**src/rtl/uart_rx.sv**
```systemverilog
// -----------------------------------------------------------------------------
// uart_rx -- 8-bit asynchronous serial receiver (8 data bits, LSB first,
// optional even parity, 1 stop bit) with a one-entry holding register.
//
// Parameters
//   CLK_FREQ   system clock frequency in Hz
//   BAUD       line rate in bit/s
//   PARITY_EN  1 = an even-parity bit follows the data bits
//
// Ports
//   clk         system clock, rising edge
//   rst         asynchronous active-low reset
//   rx          serial line, idle high, asynchronous to clk
//   rx_ready    consumer acknowledge of the held byte
//   rx_data     last received byte (held until the next rx_done)
//   rx_done     one-cycle pulse at the end of every frame
//   rx_valid    a byte is held and has not been acknowledged
//   frame_err   stop bit sampled low (valid with rx_done, held)
//   parity_err  parity mismatch (valid with rx_done, held; 0 without parity)
//   overrun     one-cycle pulse when a new byte replaces an unacknowledged one
// -----------------------------------------------------------------------------
module uart_rx #(
   parameter int CLK_FREQ  = 50_000_000,
   parameter int BAUD      = 9600,
   parameter int PARITY_EN = 0
) (
   input  logic       clk,
   input  logic       rst,
   input  logic       rx,
   input  logic       rx_ready,
   output logic [7:0] rx_data,
   output logic       rx_done,
   output logic       rx_valid,
   output logic       frame_err,
   output logic       parity_err,
   output logic       overrun
);

   localparam int BIT_CNT = CLK_FREQ / BAUD;
   localparam int HALF    = BIT_CNT / 2;
   localparam int CNT_W   = (BIT_CNT > 2) ? $clog2(BIT_CNT) : 1;

   localparam logic [CNT_W-1:0] HALF_M1 = CNT_W'(HALF - 1);
   localparam logic [CNT_W-1:0] BIT_M1  = CNT_W'(BIT_CNT - 1);

   typedef enum logic [2:0] {IDLE, START, DATA, PARITY, STOP} state_t;

   state_t           state_q, state_d;
   logic [1:0]       sync_q, sync_d;     // [1] is the synchronized line rx_s
   logic [CNT_W-1:0] cnt_q, cnt_d;
   logic [2:0]       idx_q, idx_d;
   logic [7:0]       shift_q, shift_d;
   logic             par_q, par_d;       // parity result, published at STOP
   logic             brk_q, brk_d;       // line must return high before a new start
   logic [7:0]       rx_data_q, rx_data_d;
   logic             rx_done_q, rx_done_d;
   logic             rx_valid_q, rx_valid_d;
   logic             frame_err_q, frame_err_d;
   logic             parity_err_q, parity_err_d;
   logic             overrun_q, overrun_d;
   logic             rx_s;

   assign rx_s = sync_q[1];

   always_comb begin
      // NOTE: every _d takes its held value first so no path through the
      // case statement can leave one unassigned and infer a latch.
      state_d      = state_q;
      sync_d       = {sync_q[0], rx};
      cnt_d        = cnt_q;
      idx_d        = idx_q;
      shift_d      = shift_q;
      par_d        = par_q;
      brk_d        = brk_q;
      rx_data_d    = rx_data_q;
      rx_done_d    = 1'b0;
      frame_err_d  = frame_err_q;
      parity_err_d = parity_err_q;
      overrun_d    = 1'b0;

      case (state_q)
         IDLE: begin
            cnt_d = '0;
            if (brk_q) begin
               if (rx_s) brk_d = 1'b0;
            end else if (!rx_s) begin
               state_d = START;
            end
         end
         START: begin
            if (cnt_q == HALF_M1) begin
               // A line back high at mid start bit was a glitch: drop silently.
               cnt_d   = '0;
               idx_d   = '0;
               state_d = rx_s ? IDLE : DATA;
            end else begin
               cnt_d = cnt_q + 1'b1;
            end
         end
         DATA: begin
            if (cnt_q == BIT_M1) begin
               cnt_d          = '0;
               shift_d[idx_q] = rx_s;
               idx_d          = idx_q + 3'd1;
               if (idx_q == 3'd7) state_d = (PARITY_EN != 0) ? PARITY : STOP;
            end else begin
               cnt_d = cnt_q + 1'b1;
            end
         end
         PARITY: begin
            if (cnt_q == BIT_M1) begin
               cnt_d   = '0;
               par_d   = (^shift_q) ^ rx_s;
               state_d = STOP;
            end else begin
               cnt_d = cnt_q + 1'b1;
            end
         end
         STOP: begin
            if (cnt_q == BIT_M1) begin
               cnt_d        = '0;
               rx_data_d    = shift_q;
               frame_err_d  = ~rx_s;
               parity_err_d = (PARITY_EN != 0) && par_q;
               rx_done_d    = 1'b1;
               overrun_d    = rx_valid_q && !rx_ready;
               brk_d        = ~rx_s;
               state_d      = IDLE;
            end else begin
               cnt_d = cnt_q + 1'b1;
            end
         end
         default: state_d = IDLE;
      endcase

      // A new byte always wins over an acknowledge in the same cycle.
      if (rx_done_d)     rx_valid_d = 1'b1;
      else if (rx_ready) rx_valid_d = 1'b0;
      else               rx_valid_d = rx_valid_q;
   end

   // NOTE: state uses non-blocking assignments so every flop samples the
   // pre-edge values regardless of statement order.
   always_ff @(posedge clk or negedge rst) begin
      if (!rst) begin
         state_q      <= IDLE;
         sync_q       <= 2'b11;
         cnt_q        <= '0;
         idx_q        <= '0;
         shift_q      <= '0;
         par_q        <= 1'b0;
         brk_q        <= 1'b0;
         rx_data_q    <= '0;
         rx_done_q    <= 1'b0;
         rx_valid_q   <= 1'b0;
         frame_err_q  <= 1'b0;
         parity_err_q <= 1'b0;
         overrun_q    <= 1'b0;
      end else begin
         state_q      <= state_d;
         sync_q       <= sync_d;
         cnt_q        <= cnt_d;
         idx_q        <= idx_d;
         shift_q      <= shift_d;
         par_q        <= par_d;
         brk_q        <= brk_d;
         rx_data_q    <= rx_data_d;
         rx_done_q    <= rx_done_d;
         rx_valid_q   <= rx_valid_d;
         frame_err_q  <= frame_err_d;
         parity_err_q <= parity_err_d;
         overrun_q    <= overrun_d;
      end
   end

   assign rx_data    = rx_data_q;
   assign rx_done    = rx_done_q;
   assign rx_valid   = rx_valid_q;
   assign frame_err  = frame_err_q;
   assign parity_err = parity_err_q;
   assign overrun    = overrun_q;

endmodule

```
**config.mk**
```make
export PLATFORM = sky130hd
export DESIGN_NAME = uart_rx
export DESIGN_NICKNAME = d
export VERILOG_FILES = /design/src/rtl/uart_rx.sv
export SDC_FILE = /design/constraint.sdc
export NUM_CORES = 1
export LEC_CHECK = 0
export CAP_MARGIN = 0
export CORE_MARGIN = 10
export CORE_UTILIZATION = 45
export CTS_CLUSTER_SIZE = 40
export DETAILED_ROUTE_END_ITERATION = 8
export PLACE_DENSITY = 0.71
export SLEW_MARGIN = 10
export SYNTH_ARGS = -nofsm -noshare
export SYNTH_HDL_FRONTEND = slang
export SYNTH_SLANG_ARGS = --single-unit
```
**constraint.sdc**
```tcl
create_clock -name clk -period 2.2 [get_ports clk]
set_clock_uncertainty 0.1 [all_clocks]
set_input_delay 0.33 -clock clk [delete_from_list [all_inputs] [get_ports clk]]
set_output_delay 0.33 -clock clk [all_outputs]
set_load 0.02 [all_outputs]
```
==> metrics, run 1 <==
status complete, but fails checks; violated checks negative hold slack; worst hold-check path type primary input to asynchronous set/reset pin; Seq/Total Area, Yosys 51.78%; largest fanout on the critical path 6; RD Place Congestion 0.8027; Inst Count DP 264; total core area 4354 um^2; Core Rows 24; Mapped Area 2034 um^2; Fmax achieved 465.8 MHz; internal power 1235 uW; clock power share 47.7%; Vias/cell 5.520; Setup crit end kind register; Final ANT Viol Nets 0; Sw Ratio 19.37%; CTS buffer count 5; leading area contributor after synthesis dfrtp_1; IO Pins 17; layout cell share with drive strength beyond 1 19.91%; Final Max Slew Viols 0; WHS -0.009488 ns; chip height 87.24 um; fin util 57.50%; warnings from Yosys 0; Overall Global Routing Usage 11.30%; worst slew pin tran 0.5236 ns; slowest CP cell or4_4; setup TNS 0 ns; Comb pwr share 1.5%; synthesized flop and latch total 42; residual DRC count 0; Rel. slew slack 65.09%; initial core utilization 46.72%; area share of the largest cell type after synthesis 49.20%; Clock H-tree levels 2; DRT Pass-1 Iters 4; sequential cell fraction of total power 50.8%; Mapped Cells 187; most frequent cell after synthesis dfrtp_1; initial antenna violation count 0; drt initial violations 67; Post-synth EDFFs 0; routed wire length 3.875 mm; RSZ-0062 raised after global routing yes; Post-DP Area 2355 um^2; synth top area cells dfrtp_1, mux2_1, nand3_1, nand2_1, dfstp_2; final hold vios 27; Skew-Pair Late Insertion Delay 0.30 ns; Routed WL per cell 14.19 um; Reg clk slew, reported paths 0.09 ns; Die Wd 87.24 um; peak per-stage delay on the critical path 0.55 ns; Max-Cap Viols 0; CTS tree yes; Die ar. 7611 um^2; Tot Pwr 1532 uW; Post-CTS Hold Buffers 0; met2 wire len 1.820 mm; Leak 0.001206 uW; Distinct cells, synth 45; # clock sinks 42; first-pass GRT wire length 7.017 mm; largest net degree at the start of global routing 43; pwr dens 611.8 nW/um^2; syn_nets 194; most frequent cells after synthesis dfrtp_1, nand2_1, mux2_1, nand3_1, nor2_1; nets 227; Final Instance Area 2504 um^2; Max VDD drop 0.0003889 V; min Tclk post-route 2.147 ns; crit share post-route 97.59%; Max Root-Sink Buffers 2; crit path cell chain nor4b_4 > nand3_2 > or4_4 > nor3_2 > mux2_1; r2r startpoint cnt_q[9]; Psw 296.8 uW; critical path type register to register; fin cells 273; number of global-route vias before repair 1548; met1 wire length 1.748 mm; Startpoint Class register; top_reg_cell synth dfrtp_1; post-DP HPWL 2.799 mm; FFs w/ async S/R, synth 100.0%; CP arrival 2.23 ns; reg-to-reg slack, setup 0.05 ns; met3 wire len 249 um; R2R Path End shift_q[2]; final setup fails 0; max layer used met4; WP data required 2.28 ns; fill count 358; final antenna diode count 0; IO Port Bufs 15; FF-to-FF path depth 5; Avg Inst Size Synth 10.88 um^2; Root Buffer clkbuf_8; Vias 1507; total congestion overflow 0; Layout Area Growth over Synthesis 23.06%
kinds of logic after synthesis:
| logic type | share of synthesized area [%] |
|---|---|
| simple gates | 21.53 |
| flops | 51.78 |
| compound gates | 10.58 |
| mux | 9.901 |
| buf+inv | 3.751 |
| fa+ha+maj | 1.845 |
| other cells | 0.1843 |
| xor+xnor | 0.4306 |
state kept, by name (all words and copies together), names as in the netlist:
name       flops
brk_q          1
cnt_q         13
frame_err      1
idx_q          3
overrun        1
rx_data        8
rx_done        1
rx_valid       1
shift_q        8
state_q        3
sync_q         2
area by class of cell:
class | instances | area [um^2] | area share, %
clock buffers | 5 | 68.82 | 2.749
flip-flops and latches | 42 | 1054 | 42.08
multi-input cells | 127 | 910.9 | 36.38
repair buffers | 37 | 310.3 | 12.39
well taps | 52 | 65.06 | 2.599
inverters | 7 | 26.28 | 1.049
clock inverters | 3 | 68.82 | 2.749
power groups by stage:
stage          registers (uW)  logic [uW]  clock network (uW)
5_1_grt                   779        26.1                 779
4_1_cts                   778        23.9                 747
6_report                  778        22.4                 731
2_1_floorplan             791        5.66                   0
3_3_place_gp              793        23.6                   0
3_5_place_dp              793        23.8                   0
cells in the final DEF (no fill, tap or decap), drive strengths merged, types with 3 or more instances in the layout:
| cell type | n |
|---|---|
| a21oi | 7 |
| a22o | 4 |
| a31oi | 7 |
| a41oi | 3 |
| and3 | 3 |
| buf | 23 |
| clkbuf | 5 |
| clkdlybuf4s50 | 14 |
| dfrtp | 40 |
| ha | 3 |
| inv | 7 |
| mux2 | 17 |
| nand2 | 18 |
| nand3 | 15 |
| nor2 | 8 |
| nor3 | 5 |
| o21ai | 8 |
what timing repair did:
action / in CTS / in global routing
gates resized for setup: 0 / 1
setup endpoints to repair: 0 / 12
buffers inserted: 0 / 1
per-stage QoR:
stage / hold slack (ns) / worst slack (ns)
floorplan: -0.06559 / 0.005740
global placement: 0.2456 / 0.09116
detailed placement: 0.2489 / 0.04877
CTS: 0.004045 / 0.04523
global route: 0.03287 / -0.05255
finish: -0.009488 / 0.05303
critical path, delay by kind of cell (launching register included):
family / cells / cell delay [ns]
DFF: 1 / 0.46
and+or+nand+nor: 4 / 1.13
muxes: 1 / 0.34
routing by layer:
metal,global-route usage [%],vias up
li1,-,741
met1,13.63,727
met2,18.06,32
met3,4.120,7
met4,3.913,0
met5,0,-
how the worst max path moves through the flow:
stage,from,endpoint,slack (ns),cells after the start
after global placement,cnt_q[0],shift_q[2],0.09,6
after detailed placement,cnt_q[1],shift_q[0],0.05,6
after CTS,cnt_q[1],shift_q[2],0.05,6
final,cnt_q[9],shift_q[2],0.05,5
after global routing,cnt_q[0],shift_q[2],-0.05,6
after floorplan,cnt_q[0],shift_q[0],0.006,6
Note: power is estimated with default switching activity, not from simulation.
==> inputs of run 2 (changes only) <==
--- a/config.mk
+++ b/config.mk
@@ -5,7 +5,6 @@
 export SDC_FILE = /design/constraint.sdc
 export NUM_CORES = 1
 export LEC_CHECK = 0
-export CAP_MARGIN = 0
 export CORE_MARGIN = 10
 export CORE_UTILIZATION = 45
 export CTS_CLUSTER_SIZE = 40
==> results of run 2 <==
Final layout, timing and power as in run 1 (identical DEF).
==> inputs of run 3 (changes only) <==
--- a/config.mk
+++ b/config.mk
@@ -9,7 +9,7 @@
 export CORE_UTILIZATION = 45
 export CTS_CLUSTER_SIZE = 40
 export DETAILED_ROUTE_END_ITERATION = 8
-export PLACE_DENSITY = 0.71
+export PLACE_DENSITY = 0.68
 export SLEW_MARGIN = 10
 export SYNTH_ARGS = -nofsm -noshare
 export SYNTH_HDL_FRONTEND = slang
==> constraint.sdc (replaced) <==
create_clock -name clk -period 2.12 [get_ports clk]
set_clock_uncertainty 0.1 [all_clocks]
set_input_delay 0.318 -clock clk [delete_from_list [all_inputs] [get_ports clk]]
set_output_delay 0.318 -clock clk [all_outputs]
set_load 0.02 [all_outputs]
==> run 3 against run 2 <==
Net effect:
- the run now ends clean
- flip-flop and latch count is the same
- register-to-register slack lost 0.05 ns
- sequential share of layout area is essentially flat
- wire length grew 7.5%
- total power shrank 5.3%
- hold slack gained 0.27 ns
- critical endpoint unchanged
- setup slack lost 0.046 ns
==> metrics, run 3 (synthesized netlist as in run 1, its figures left out) <==
post-DP HPWL 2.940 mm; CP arrival 2.19 ns; Hold Startpoint sync_q[0]; final hold vios 0; area taken by multi-input logic gates 933.4 um^2; layout cell share with drive strength beyond 1 22.07%; Die Wd 87.24 um; CTS buffer count 5; RSZ-0062 raised after global routing yes; fill count 367; number of global-route vias before repair 1517; CTS tree yes; final setup fails 0; largest reg by FF count cnt_q; Routed WL per cell 15.20 um; r2r startpoint cnt_q[1]; FF-to-FF path depth 6; initial antenna violation count 0; Root Buffer clkbuf_8; Fmax achieved 473.2 MHz; Rel. slew slack 62.53%; pwr dens 578.1 nW/um^2; # clock sinks 42; Final ANT Viol Nets 0; total congestion overflow 0; Startpoint Class register; final antenna diode count 0; Layout Area Growth over Synthesis 23.31%; Max-Cap Viols 0; status finished, final reports clean; routed wire length 4.166 mm; commonest non-fill, non-tap cell in the layout dfrtp_1; Max Root-Sink Buffers 2; most frequent cells in the layout dfrtp_1, buf_4, nand2_1; min Tclk post-route 2.113 ns; Final Max Slew Viols 0; Setup crit end kind register; number of flip-flops in the largest register 13; WP data required 2.20 ns; Leak 0.001196 uW; largest fanout on the critical path 5; initial core utilization 46.72%; Max VDD drop 0.0004205 V; drt initial violations 62; Vias 1517; Post-Place Worst Slack 0.008866 ns; worst hold-check path type register to register; Final Instance Area 2509 um^2; worst slew pin tran 0.5621 ns; Reg clk slew, reported paths 0.08 ns; total core area 4354 um^2; Clock H-tree levels 2; CP startpoint cnt_q[1]; critical path type register to register; IO Port Bufs 15; Overall Global Routing Usage 11.10%; IO Pins 17; nets 228; Hold Path Cell Cnt 0; Post-DP Area 2347 um^2; RD Place Congestion 0.8603; DRT Pass-1 Iters 4; Skew-Pair Late Insertion Delay 0.29 ns; Final WS setup 0.006833 ns; largest net degree at the start of global routing 43; WHS 0.2601 ns; chip height 87.24 um; Die ar. 7611 um^2; Core Rows 24; residual DRC count 0; Vias/cell 5.536; first-pass GRT wire length 6.934 mm; sequential cell area 1055 um^2; crit share post-route 99.68%
[run 3: timing repair]
action,4_1_cts,5_1_grt
hold buffers,1,0
gates resized for setup,1,6
hold endpoints to repair,36,0
endpoints found under the setup margin,1,11
buffers inserted,1,2
[run 3: final timing paths]
kind                              end  slack (ns)
setup / recovery           shift_q[2]       0.007
hold / removal              sync_q[1]        0.26
setup reg to reg           shift_q[2]       0.007
hold reg to reg             sync_q[1]        0.26
max in group asynchronous    cnt_q[7]        1.01
min in group asynchronous  rx_data[6]        0.51
[run 3: per-layer routing]
metal | up-vias | global-route usage (%) | share of wire (%)
met3 | 6 | 3.464 | 5.5
met5 | - | 0 | 0
met1 | 743 | 12.90 | 43
met4 | 0 | 4.348 | 0.98
met2 | 27 | 18.52 | 51
li1 | 741 | - | -
[run 3: where the power goes]
part	leakage [uW]	internal (uW)	switching (uW)
Combinational	0.000574	7.14	17.7
Clock	0.0000579	347	271
Sequential	0.000563	804	3.67
[run 3: stage by stage]
| step | total power [uW] | TNS [ns] | utilization (%) | std cells |
|---|---|---|---|---|
| final | 1450 | 0 | 57.61 | 274 |
| after global routing | 1510 | -0.1682 | 57.61 | 274 |
| after CTS | 1476 | 0 | 56.90 | 272 |
| after detailed placement | 847.7 | 0 | 53.91 | 262 |
| after global placement | 846.8 | 0 | 53.91 | 262 |
| after floorplan | 826.6 | 0 | - | 187 |
[run 3: cell type report]
class	count	share of cell area (%)
Inverter	7	1.047
Timing Repair Buffer	38	12.77
Tap cell	52	2.594
Sequential cell	42	42.04
Clock buffer	5	2.743
Multi-Input combinational cell	127	37.21
Clock inverter	3	1.596
[run 3: worst max-delay path: stages (launching register included)]
cell and delay [ns]:
dfrtp_1 0.36, ha_2 0.18, and4bb_2 0.27, nand3_4 0.10
or4_4 0.50, nor3_2 0.17, mux2_4 0.33
==> RTL change 1 (flow settings as in run 1) <==
Re-encode `state_t` (5 states) as one-hot, 5 bits wide.
--- a/src/rtl/uart_rx.sv
+++ b/src/rtl/uart_rx.sv
@@ -43,7 +43,7 @@
    localparam logic [CNT_W-1:0] HALF_M1 = CNT_W'(HALF - 1);
    localparam logic [CNT_W-1:0] BIT_M1  = CNT_W'(BIT_CNT - 1);
 
-   typedef enum logic [2:0] {IDLE, START, DATA, PARITY, STOP} state_t;
+   typedef enum logic [4:0] {IDLE = 5'b00001, START = 5'b00010, DATA = 5'b00100, PARITY = 5'b01000, STOP = 5'b10000} state_t;
 
    state_t           state_q, state_d;
    logic [1:0]       sync_q, sync_d;     // [1] is the synchronized line rx_s
Check against the original RTL: same outputs for any inputs over 10 cycles, from zero or initial values and one cycle with rst low; not proved beyond that.
==> RTL change 1 against run 1 <==
Sequential cell count increased by 1; routed wire length increased by 17%; hold slack improved by 270 ps; design area increased by 1.1%; critical path type unchanged; worst setup slack improved by 89 ps; largest cell class unchanged; area after synthesis increased by 4.9%; critical endpoint is now cnt_q[5].
Power is not compared: it rests on default switching activity, and its combinational part moved more than twofold at a synthesized area within 25%.
==> RTL change 1: results (changes against run 1) <==
The total via count in the routed design was 1646 (+9.2%). The maximum fanout count along the critical path was 19 (+13); the post-synth net total was 210 (+8.2%). Routing usage on met1: 17.1% (+3.4 points). The HPWL after detailed placement was 3170 um (+13%); the signal arrival time at the worst endpoint was 2170 ps (-60 ps). For the met3 usage, the log shows 3.13% (-0.99 points). Final layout net count: 238 (+4.8%).

By area the synthesized netlist is led by sky130_fd_sc_hd__dfrtp_1 47%, sky130_fd_sc_hd__nand2_1 7.6%, sky130_fd_sc_hd__mux2_2 4.8%. The run finished with clean final reports. The number of DRC markers after the initial detailed-route iteration was 132 (+97%).

In this run the critical register-to-register path is launched from cnt_q[1]. The met2 usage in global routing was 18.4% (+0.30 points); the via count of the first global-routing pass was 1511 (-2.4%). The reg2reg setup slack is 140 ps (+90 ps), and the clock-pin transition on the worst setup and hold timing paths is 80 ps. Counting instances in the post-synthesis netlist gives the leading cell types as 43 x sky130_fd_sc_hd__nand2_1, 40 x sky130_fd_sc_hd__dfrtp_1, 9 x sky130_fd_sc_hd__a31oi_1, 9 x sky130_fd_sc_hd__mux2_2, 9 x sky130_fd_sc_hd__nor2_1. The worst-skew pair later-pin latency came out at 300 ps (about the same). The final weighted congestion in routability-driven placement was 0.812 (+1.1%). The largest net degree at the start of global routing came out at 20 (-53%).

The layout cell share with drive strength beyond 1 is 19.4% (-0.51 points), and the total routing usage reported by global routing is 12.5% (+1.2 points). The capture instance of the worst register-to-register path is cnt_q[5]. The run gives 50.6% (-1.2 points) as the sequential fraction of the synthesis area. The routed wire length is 4530 um (+17%).

The count of cells along the worst register-to-register path works out to 8 (+3). The worst hold path belongs to the class register to register. The tools report the end point of the critical path as cnt_q[5]. The tools report the final-layout fill cell count as 383 (+7.0%).
## RTL change 1: changes by cell type after synthesis, sizes merged, moves of 4 or more
| cell | before | now |
|---|---|---|
| nand2 | 18 | 43 |
| nand3 | 15 | 5 |
| mux2 | 17 | 9 |
| inv | 7 | 0 |
| xor2 | 0 | 5 |
| o21ai | 8 | 4 |
## RTL change 1: critical path: stages (launching register included)
cell,delay (ps)
sky130_fd_sc_hd__dfrtp_1,430
sky130_fd_sc_hd__ha_1,210
sky130_fd_sc_hd__buf_4,150
sky130_fd_sc_hd__and3_1,220
sky130_fd_sc_hd__and4_1,220
sky130_fd_sc_hd__o22ai_4,180
sky130_fd_sc_hd__buf_12,170
sky130_fd_sc_hd__o21ai_0,80
sky130_fd_sc_hd__a31oi_1,210
## RTL change 1: logic make-up (layout without fill, tap and decap cells)
family	Yosys count	after routing	synth area share (%)
xor+xnor	7	7	2.87
flops	43	43	50.6
other cells	1	1	0.176
buf+inv	11	40	3.23
fa+ha+maj	3	3	1.76
mux	9	9	4.75
compound gates	35	35	12.3
simple gates	94	94	24.3
## RTL change 1: final cells by class
class	instances	share of cell area, %
clock buffers	5	2.72
repair buffers	32	11.4
well taps	52	2.57
clock inverters	3	1.73
multi-input cells	149	39.0
flip-flops and latches	43	42.7
## RTL change 1: through the flow
step	instances	worst slack, ps	hold WS [ps]	area, um^2
after global placement	275	166	138	2410
after floorplan	203	160	-65.6	2130
final	284	142	260	2530
after global routing	284	43.5	265	2530
after CTS	284	84.7	261	2530
after detailed placement	275	139	136	2410
## RTL change 1: power by group through the flow
stage / combinational (mW) / sequential [mW] / clock, mW
after floorplan: 0.322 / 0.898 / 0
after global placement: 0.477 / 0.924 / 0
after detailed placement: 0.478 / 0.927 / 0
after CTS: 0.481 / 0.912 / 0.628
after global routing: 0.531 / 0.922 / 0.670
final: 0.481 / 0.913 / 0.617
## RTL change 1: timing repair
item	in CTS	in global routing
hold buffers	1	0
endpoints found under the hold margin	10	0
setup endpoints to repair	0	4
resized for setup	0	1
## RTL change 1: metal layers
metal / part of all wire, % / vias up
met1: 49 / 810
met2: 45 / 39
met4: 1.5 / 0
li1: - / 791
met5: 0 / -
met3: 4.5 / 6
## RTL change 1: worst min path at each step
stage	from	end	slack, ps	cells after the start
floorplan	rst	brk_q	-70	0
global placement	rst	cnt_q[3]	140	1
detailed placement	rst	cnt_q[3]	140	1
CTS	sync_q[0]	sync_q[1]	260	0
global route	sync_q[0]	sync_q[1]	260	0
finish	sync_q[0]	sync_q[1]	260	0
==> RTL change 2 (config.mk and constraints of run 1) <==
Without the edit above. Set the parameter `CLK_FREQ` to 12_500_000 (it was 50_000_000).
--- a/src/rtl/uart_rx.sv
+++ b/src/rtl/uart_rx.sv
@@ -20,7 +20,7 @@
 //   overrun     one-cycle pulse when a new byte replaces an unacknowledged one
 // -----------------------------------------------------------------------------
 module uart_rx #(
-   parameter int CLK_FREQ  = 50_000_000,
+   parameter int CLK_FREQ  = 12_500_000,
    parameter int BAUD      = 9600,
    parameter int PARITY_EN = 0
 ) (
Check against the original RTL: no difference found for any inputs over 10 cycles, from zero or initial values and one cycle with rst low; that may be too few to reach the edited logic, so the function may still have changed.
==> RTL change 2 against run 1 <==
Sequential cell count is 2 lower; total power is 17% lower; area after synthesis is 1.1% higher; sequential power is 4.8% lower; clock power is 30% lower; design area is 5.7% lower; worst setup slack better by 120 ps; core utilization is 3.7 points lower; routed wire length is 0.31% higher; largest cell class unchanged.
==> RTL change 2: results (changes against run 1) <==
Mean post-synth cell area: 10.9 um^2 (about the same). The run finished with clean final reports. The number of different library cells in the post-synthesis netlist was 48 (+6.7%); the flip-flop count of the largest register, all copies and words added was 11 (-2).

On the critical path the largest part of the delay comes from compound AO/OA/AOI/OAI gates. The number of multi-input logic gates is 126 (-0.79%), and the xor and xnor area share after synthesis is 0% (-0.43 points). The slowest stage cell on the critical path is sky130_fd_sc_hd__a2111oi_0.

The routed length on met2 is 1810 um (-0.44%), and the power in sequential cells is 0.741 mW (-4.8%). For the total routing usage reported by global routing, the log shows 10.7% (-0.59 points). The routed wire length per instance is 15.0 um (+5.7%). The clock network area share was 3.98% (-1.5 points); the largest net degree at the start of global routing was 41 (-4.7%). The logs give 13.7% (+0.048 points) for the routing usage on met1 and 0.279 mV (-28%) for the peak supply drop. The most critical setup path has its startpoint at idx_q[1]. The total combinational power was 0.0263 mW (+17%); the proportion of power drawn by combinational gates was 2.1% (+0.6 points).

The post-placement worst setup slack was 162 ps (+113 ps). The detailed route wirelength on metal3 is 212 um (-15%), and the adder-cell share of the synthesized area is 3.04% (+1.2 points). The run gives 0.00236 mm^2 (-5.7%) as the design area. The layout cell share with drive strength beyond 1 came out at 13.0% (-6.9 points).

The largest stage delay on the critical path was 490 ps (-60 ps). The worst hold path belongs to the class register to register. The tools report the clock buffer count as 7 (+2). The portion of netlist area occupied by mux cells works out to 11.4% (+1.5 points). The number of DRC markers after the initial detailed-route iteration was 55 (-18%); the sequential cell area was 0.00100 mm^2 (-4.8%).

The run gives 15.8% (-2.2 points) as the met2 usage in global routing. The commonest cells after synthesis are 38 x sky130_fd_sc_hd__dfrtp_1, 18 x sky130_fd_sc_hd__nand2_1, 15 x sky130_fd_sc_hd__mux2_1. The count of placed standard cells including taps is 250 (-5.3%), and the net switching power is 0.276 mW (-7.1%).

The number of vias per cell was 5.67 (+2.7%); the number of signal-net inverters in the final layout was 11 (+4). The logs give 1.05 nW (-13%) for the standby leakage power and 2740 um (-2.2%) for the HPWL after detailed placement. The met3 usage is 3.99% (-0.13 points). The first-pass GRT wire length came out at 6620 um (-5.7%). The final weighted congestion in routability-driven placement was 0.821 (+2.3%).
==> RTL change 2: cell types whose count changed after synthesis, moves of 5 or more <==
cell / run 1 / this run
sky130_fd_sc_hd__a31oi_1: 7 / 0
sky130_fd_sc_hd__a21oi_1: 7 / 1
sky130_fd_sc_hd__nand4_1: 1 / 7
sky130_fd_sc_hd__inv_1: 6 / 11
sky130_fd_sc_hd__nand3_1: 14 / 3
sky130_fd_sc_hd__nor3_1: 1 / 7
==> RTL change 2: cell families (layout without fill, tap and decap cells) <==
family,after synthesis,in the layout
AO/OA/AOI/OAI,31,31
adder cells (fa/ha/maj),5,5
buffers and inverters,23,41
flip-flops,40,40
multiplexers,21,21
other,1,1
AND/OR/NAND/NOR,68,68
==> RTL change 2: what timing repair did <==
action,4_1_cts,5_1_grt
setup endpoints to repair,0,0
endpoints found under the hold margin,38,0
hold buffers,1,0
